--- config.mk ---
export PLATFORM = sky130hd
export DESIGN_NAME = sync_fifo_param
export DESIGN_NICKNAME = d
export VERILOG_FILES = /design/src/rtl/sync_fifo_param.sv
export SDC_FILE = /design/constraint.sdc
export NUM_CORES = 2
export LEC_CHECK = 0
export ABC_AREA = 1
export CAP_MARGIN = 15
export CORE_MARGIN = 2
export CORE_UTILIZATION = 52
export CTS_BUF_LIST = sky130_fd_sc_hd__clkbuf_16
export CTS_CLUSTER_SIZE = 14
export DETAILED_ROUTE_END_ITERATION = 16
export GPL_TIMING_DRIVEN = 0
export PLACE_DENSITY_LB_ADDON = 0.05
export SLEW_MARGIN = 0
export SYNTH_ARGS = -nofsm -noshare
export SYNTH_HDL_FRONTEND = slang
export SYNTH_SLANG_ARGS = --single-unit
--- constraint.sdc ---
create_clock -name clk -period 9.6 [get_ports clk]
set_input_delay 0.96 -clock clk [delete_from_list [all_inputs] [get_ports clk]]
set_output_delay 0.96 -clock clk [all_outputs]
set_load 0.02 [all_outputs]
--- src/rtl/sync_fifo_param.sv ---
// Single-clock parametrised FIFO with optional first-word-fall-through read port,
// programmable almost-full/almost-empty thresholds, occupancy count and sticky error flags.
module sync_fifo_param #(
  parameter int unsigned DATA_W    = 140,
  parameter int unsigned DEPTH     = 16,
  parameter int unsigned FWFT      = 0,
  parameter int unsigned AFULL_TH  = DEPTH - 2,
  parameter int unsigned AEMPTY_TH = 2,
  localparam int unsigned AW       = $clog2(DEPTH),
  localparam int unsigned CW       = AW + 1
) (
  input  logic              clk,
  input  logic              rst_n,
  input  logic              fifo_w_enable,
  input  logic [DATA_W-1:0] data_to_fifo,
  input  logic              fifo_r_enable,
  output logic [DATA_W-1:0] data_from_fifo,
  output logic              fifo_empty,
  output logic              fifo_full,
  output logic              fifo_almost_full,
  output logic              fifo_almost_empty,
  output logic [CW-1:0]     fifo_count,
  input  logic              err_clr,
  output logic              fifo_overflow,
  output logic              fifo_underflow
);

  localparam logic [CW-1:0] C_DEPTH  = CW'(DEPTH);
  localparam logic [CW-1:0] C_AFULL  = CW'(AFULL_TH);
  localparam logic [CW-1:0] C_AEMPTY = CW'(AEMPTY_TH);

  logic [DATA_W-1:0] r_mem [DEPTH];
  logic [CW-1:0]     r_wr_ptr;
  logic [CW-1:0]     r_rd_ptr;
  logic [CW-1:0]     r_count;
  logic              r_empty;
  logic              r_full;
  logic              r_afull;
  logic              r_aempty;
  logic              r_ovf;
  logic              r_udf;

  logic              w_wr_acc;
  logic              w_rd_acc;
  logic [CW-1:0]     w_count_nxt;

  assign w_wr_acc = fifo_w_enable & ~r_full;
  assign w_rd_acc = fifo_r_enable & ~r_empty;

  // Occupancy only moves when exactly one side is accepted.
  always_comb begin
    w_count_nxt = r_count;
    if (w_wr_acc && !w_rd_acc) begin
      w_count_nxt = r_count + CW'(1);
    end else if (!w_wr_acc && w_rd_acc) begin
      w_count_nxt = r_count - CW'(1);
    end
  end

  // Storage array is deliberately left out of reset.
  always_ff @(posedge clk) begin
    if (w_wr_acc) begin
      r_mem[r_wr_ptr[AW-1:0]] <= data_to_fifo;
    end
  end

  always_ff @(posedge clk or negedge rst_n) begin
    if (!rst_n) begin
      r_wr_ptr <= '0;
      r_rd_ptr <= '0;
      r_count  <= '0;
      r_empty  <= 1'b1;
      r_full   <= 1'b0;
      r_afull  <= 1'b0;
      r_aempty <= 1'b1;
    end else begin
      if (w_wr_acc) r_wr_ptr <= r_wr_ptr + CW'(1);
      if (w_rd_acc) r_rd_ptr <= r_rd_ptr + CW'(1);
      r_count  <= w_count_nxt;
      r_empty  <= (w_count_nxt == '0);
      r_full   <= (w_count_nxt == C_DEPTH);
      r_afull  <= (w_count_nxt >= C_AFULL);
      r_aempty <= (w_count_nxt <= C_AEMPTY);
    end
  end

  // Sticky errors: a new error in the clearing cycle keeps the flag set.
  always_ff @(posedge clk or negedge rst_n) begin
    if (!rst_n) begin
      r_ovf <= 1'b0;
      r_udf <= 1'b0;
    end else begin
      if (fifo_w_enable && r_full)    r_ovf <= 1'b1;
      else if (err_clr)               r_ovf <= 1'b0;
      if (fifo_r_enable && r_empty)   r_udf <= 1'b1;
      else if (err_clr)               r_udf <= 1'b0;
    end
  end

  generate
    if (FWFT != 0) begin : g_fwft
      assign data_from_fifo = r_mem[r_rd_ptr[AW-1:0]];
    end else begin : g_std
      logic [DATA_W-1:0] r_dout;
      always_ff @(posedge clk or negedge rst_n) begin
        if (!rst_n) begin
          r_dout <= '0;
        end else if (w_rd_acc) begin
          r_dout <= r_mem[r_rd_ptr[AW-1:0]];
        end
      end
      assign data_from_fifo = r_dout;
    end
  endgenerate

  assign fifo_count        = r_count;
  assign fifo_empty        = r_empty;
  assign fifo_full         = r_full;
  assign fifo_almost_full  = r_afull;
  assign fifo_almost_empty = r_aempty;
  assign fifo_overflow     = r_ovf;
  assign fifo_underflow    = r_udf;

  // Pointer distance must always agree with the registered count.
  a_ptr_count : assert property (@(posedge clk) disable iff (!rst_n)
    ((r_wr_ptr - r_rd_ptr) == r_count) && (r_count <= C_DEPTH));

endmodule
; Word level (Yosys, flattened, before mapping)
; Memories as Yosys holds them, arrays and structs flattened. A register that Yosys moved wholly into a read port is not among the register bits.
; Index checks and enable logic that the tools add are counted.
[op_classes]
n_addsub = 4
magnitude_cmp = 2
n_eq_ne = 1
n_mux = 7
bitwise = 4
n_reduce_logical = 10
[ops]
columns = cell, count
row1 = "5-bit by 1-bit adder with 5-bit output, second input constant", 3
row2 = 5-bit 2-to-1 mux, 2
row3 = "5-bit == test, second input constant", 1
row4 = "5-bit by 4-bit greater-or-equal comparator with 1-bit output, second input constant", 1
row5 = "5-bit by 2-bit less-or-equal comparator with 1-bit output, second input constant", 1
row6 = 5-bit logical NOT, 1
row7 = 1-bit 2-to-1 mux, 5
row8 = "5-bit by 1-bit subtractor with 5-bit output, second input constant", 1
row9 = 1-bit logical AND, 4
row10 = 2-bit nonzero test, 2
row11 = 1-bit logical NOT, 3
row12 = 1-bit AND, 2
row13 = 1-bit inverter, 2
[totals]
reg_bits = 21
ram_bits = 2240
inputBits = 145
out_inout_bits = 151
elab_cells = 38
n_memories = 1
[mem_list]
columns = memory, words, width, read_ports, rd_clocked_by_memory_dff, wr, line
row1 = r_mem, 16, 140, 1, 1, 1, 32  ; logic [DATA_W-1:0] r_mem [DEPTH];

; Depth between registers and ports, before layout
[depth]
ltp_word = 7
depth_mapped = 12
depth_no_buf = 10

; Worst setup path before layout
; No wires, ideal clock.
[synth_path]
path_kind = input port to flip-flop
from = input port fifo_w_enable
to = memory r_mem[11][0], enable pin
setup_time_ns = 0.642
arrival_ns = 7.266
required_ns = 8.958
path_slack_ns = 1.692
cell_stages = 4
path_buffers = 0
path_cell_list = inv_1 nor2_2 nand2_1 nor2_1
[synth_via]
elab_chain_len = 3
[synth_lines]
columns = element, line
row1 = "start, declared", 14  ; input logic fifo_w_enable,
row2 = 1-bit AND, 47  ; assign w_wr_acc = fifo_w_enable & ~r_full;
row3 = 1-bit 2-to-1 mux, 62  ; if (w_wr_acc) begin
row4 = 1-bit 2-to-1 mux (implied by the code), 63  ; r_mem[r_wr_ptr[AW-1:0]] <= data_to_fifo;
row5 = "end, declared", 32
; Every way passes these cells.

==> out/qor.csv <==
metric,value,unit
NumNets Final,8361,
Core Footprint,181000,µm²
die area,186000,µm²
fin crit period,3.47,ns
Synth area leaders,"edfxtp_1 71%, nand2_1 11%, nand3_1 7.4%",
vias,62077,
post-cts resize count,0,
Worst-Skew Late Latency,0.89,ns
endpoints failing setup,0,
initial antenna violation count,46,
Yosys top cell by area,edfxtp_1,
PortBufs,295,
Layout Area Growth over Synthesis,16.9,%
relative slew slack,19.7,%
CP Class,reg -> reg,
final wirelength,291000,µm
WL/cell,26.9,µm
Synth Area in Compound Gates,2.55,%
XOR/XNOR Fraction of Synth Area,0.0646,%
Synth Area in Simple Gates,19.1,%
vias in the first global route,60626,
period utilization,36.1,%
H-tree depth,4,
Post-Syn Nets,7718,
Peak VDD IR,0.194,mV
GRT Total Usage,31.0,%
die width,431,µm
RSZ-0062 raised after global routing,no,
Worst Path Arrival,4.23,ns
DR vias/cell,5.74,
Clock Tree Buf Depth,3,
post-synth cell types,29,
Setup crit end kind,flop,
"Hold Vio Cnt, Final",0,
grt total ovfl,0,
Async SR Flop Fraction,6.63,%
row count,156,
Max Slew Vio Count,0,
1st-iter DRT viols,6954,
FF-to-FF Start,r_rd_ptr[3],
Setup Skew,0.0237,ns
Post-DRT Antenna Nets,0,
starting density of the core,52.4,%
first-pass GRT wire length,413000,µm
CP max stage cell,clkbuf_1,
layout cell share with drive strength beyond 1,9.83,%
Synth Flop Type,edfxtp_1,
worst-margin pin slew,1.20,ns
hold_buf cts,0,
# IOs,296,
Num CTS Buffers,238,
pin count of the biggest net entering global routing,93,
synthesized area,94800,µm²
Leak,40.6,nW
fmax,0.288,GHz
R2R Path End,data_from_fifo[60],
CP Cell Sequence,buf_2 > clkbuf_1 > clkbuf_1 > nand3_1 > nand3_1 > nand2_1,
Worst Hold Class,in -> async,
Root Buffer,clkbuf_16,
TNS Setup,0,ns
run status,"finished, final reports clean",
post-synthesis mux area share,0,%
Synth top cells by count,"2,683 x nand2_1, 2,240 x edfxtp_1, 1,404 x nand3_1, 289 x a21oi_1, 251 x buf_2",
share of the synthesized area in the top cell type,70.9,%
die height,431,µm
GPL Wtd Cong,0.864,
maxcap violations,0,
CP Launch Type,flop,
synthesized-area fraction occupied by adder cells,0.0924,%
Post-synth EDFFs,2240,
Post-Route Utilization,61.2,%
worst r2r path cells,6,
Worst path max stage delay,0.94,ns
TritonRoute pass-1 iters,6,
clock slew at reported path FFs,0.06,ns
Remaining DRCs,0,
Critical Path Fanout Max,11,
synthesis warning total,0,
Sink Count,2399,
sequential-to-total area share from yosys stat,75.1,%
most common cell in the netlist,nand2_1,
Detailed Place HPWL,196000,µm
main combinational cell family by area after synthesis,simple AND/OR/NAND/NOR gates,
Post-Syn Instances,7566,
Critical Path RT,10.36,ns
Syn Area/Cell,12.5,µm²
"flops & latches, synth",2399,
postcts setup bufs,0,
CTS tree,yes,
Power Dens Cells,316,nW/µm²
flop2flop setup slack,6.13,ns
critical path, delay by kind of cell (launching register included):
kind,cells,cell delay [ns]
flops,1,0.33
buf+inv,3,2.27
simple gates,3,0.72
layer usage:
metal / track usage (%) / wire (µm) / vias to the layer above
li1: - / - / 28170
met1: 38.6 / 109000 / 30450
met2: 52.7 / 144000 / 2807
met3: 5.56 / 23600 / 630
met4: 14.5 / 13400 / 20
met5: 0 / 134 / -
sequential cells by signal, summed over array words and instances, names as in the netlist:
signal	flops
r_mem	2240
data_from_fifo	140
fifo_count	5
r_rd_ptr	4
r_wr_ptr	4
fifo_almost_empty	1
fifo_almost_full	1
fifo_empty	1
fifo_full	1
fifo_overflow	1
fifo_underflow	1
final cells by class:
| class | count | area [µm²] |
|---|---|---|
| plain buffers | 477 | 2840 |
| clock inverters | 203 | 1420 |
| repair buffers | 403 | 5270 |
| multi-input cells | 4669 | 20800 |
| clock buffers | 245 | 6130 |
| well taps | 2370 | 2970 |
| inverters | 21 | 81.3 |
| fillers | 14080 | 70100 |
| flip-flops and latches | 2399 | 71200 |
| diodes | 25 | 62.6 |
power breakdown:
group          switching (mW)  internal (mW)
clock network            3.93           5.11
logic                    9.13           3.76
registers               0.393           12.7
total                    13.5           21.6
cells in the final DEF (no fill, tap or decap), types with 3 or more instances in the layout:
cell / synthesis / routed
inv_6: 0 / 3
nand2_1: 2683 / 2682
clkinvlp_4: 0 / 7
edfxtp_1: 2240 / 2240
dfrtp_1: 157 / 157
clkinv_8: 0 / 3
clkdlybuf4s50_1: 0 / 294
nand2_2: 2 / 3
nand3_1: 1404 / 1404
buf_12: 0 / 86
o21ai_0: 3 / 3
diode_2: 0 / 25
o211ai_1: 62 / 62
ha_1: 7 / 7
buf_1: 46 / 46
clkinv_1: 0 / 66
buf_4: 45 / 45
nor2_2: 3 / 3
xor2_1: 7 / 7
buf_2: 251 / 251
clkinv_2: 0 / 38
clkbuf_16: 0 / 245
a21oi_1: 289 / 289
nand3b_1: 114 / 114
inv_1: 18 / 82
buf_8: 1 / 3
a21boi_0: 62 / 62
buf_6: 74 / 74
buf_16: 0 / 21
nor2_4: 0 / 16
clkbuf_1: 60 / 58
nor2_1: 25 / 9
bufinv_16: 0 / 20
cells by family after synthesis:
family | count (synthesis)
xor gates and xnor gates | 7
adders and majority gates | 7
DFF | 2399
buffers and inverters | 498
and+or+nand+nor | 4235
AOI/OAI and AO/OA | 420
through the flow:
stage	cell area, µm²	power, mW	hold WS (ns)	setup slack [ns]	std cells
after global routing	111000	36.5	0.0562	6.14	10803
after CTS	111000	35.1	0.0221	6.16	10787
after global placement	101000	26.1	0.464	-6.09	10231
after floorplan	94800	20.5	0.558	1.69	7566
final	111000	35.0	0.0145	6.13	10812
after detailed placement	103000	26.1	0.465	5.44	10339
worst max path at each step:
| stage | start | end |
|---|---|---|
| 2_1_floorplan | fifo_w_enable | r_mem[11][0] |
| 3_3_place_gp | fifo_w_enable | r_mem[12][66] |
| 3_5_place_dp | fifo_w_enable | r_mem[10][0] |
| 4_1_cts | r_rd_ptr[3] | data_from_fifo[60] |
| 5_1_grt | r_rd_ptr[3] | data_from_fifo[48] |
| 6_report | r_rd_ptr[3] | data_from_fifo[60] |
Power figures use the tool's default switching activity.
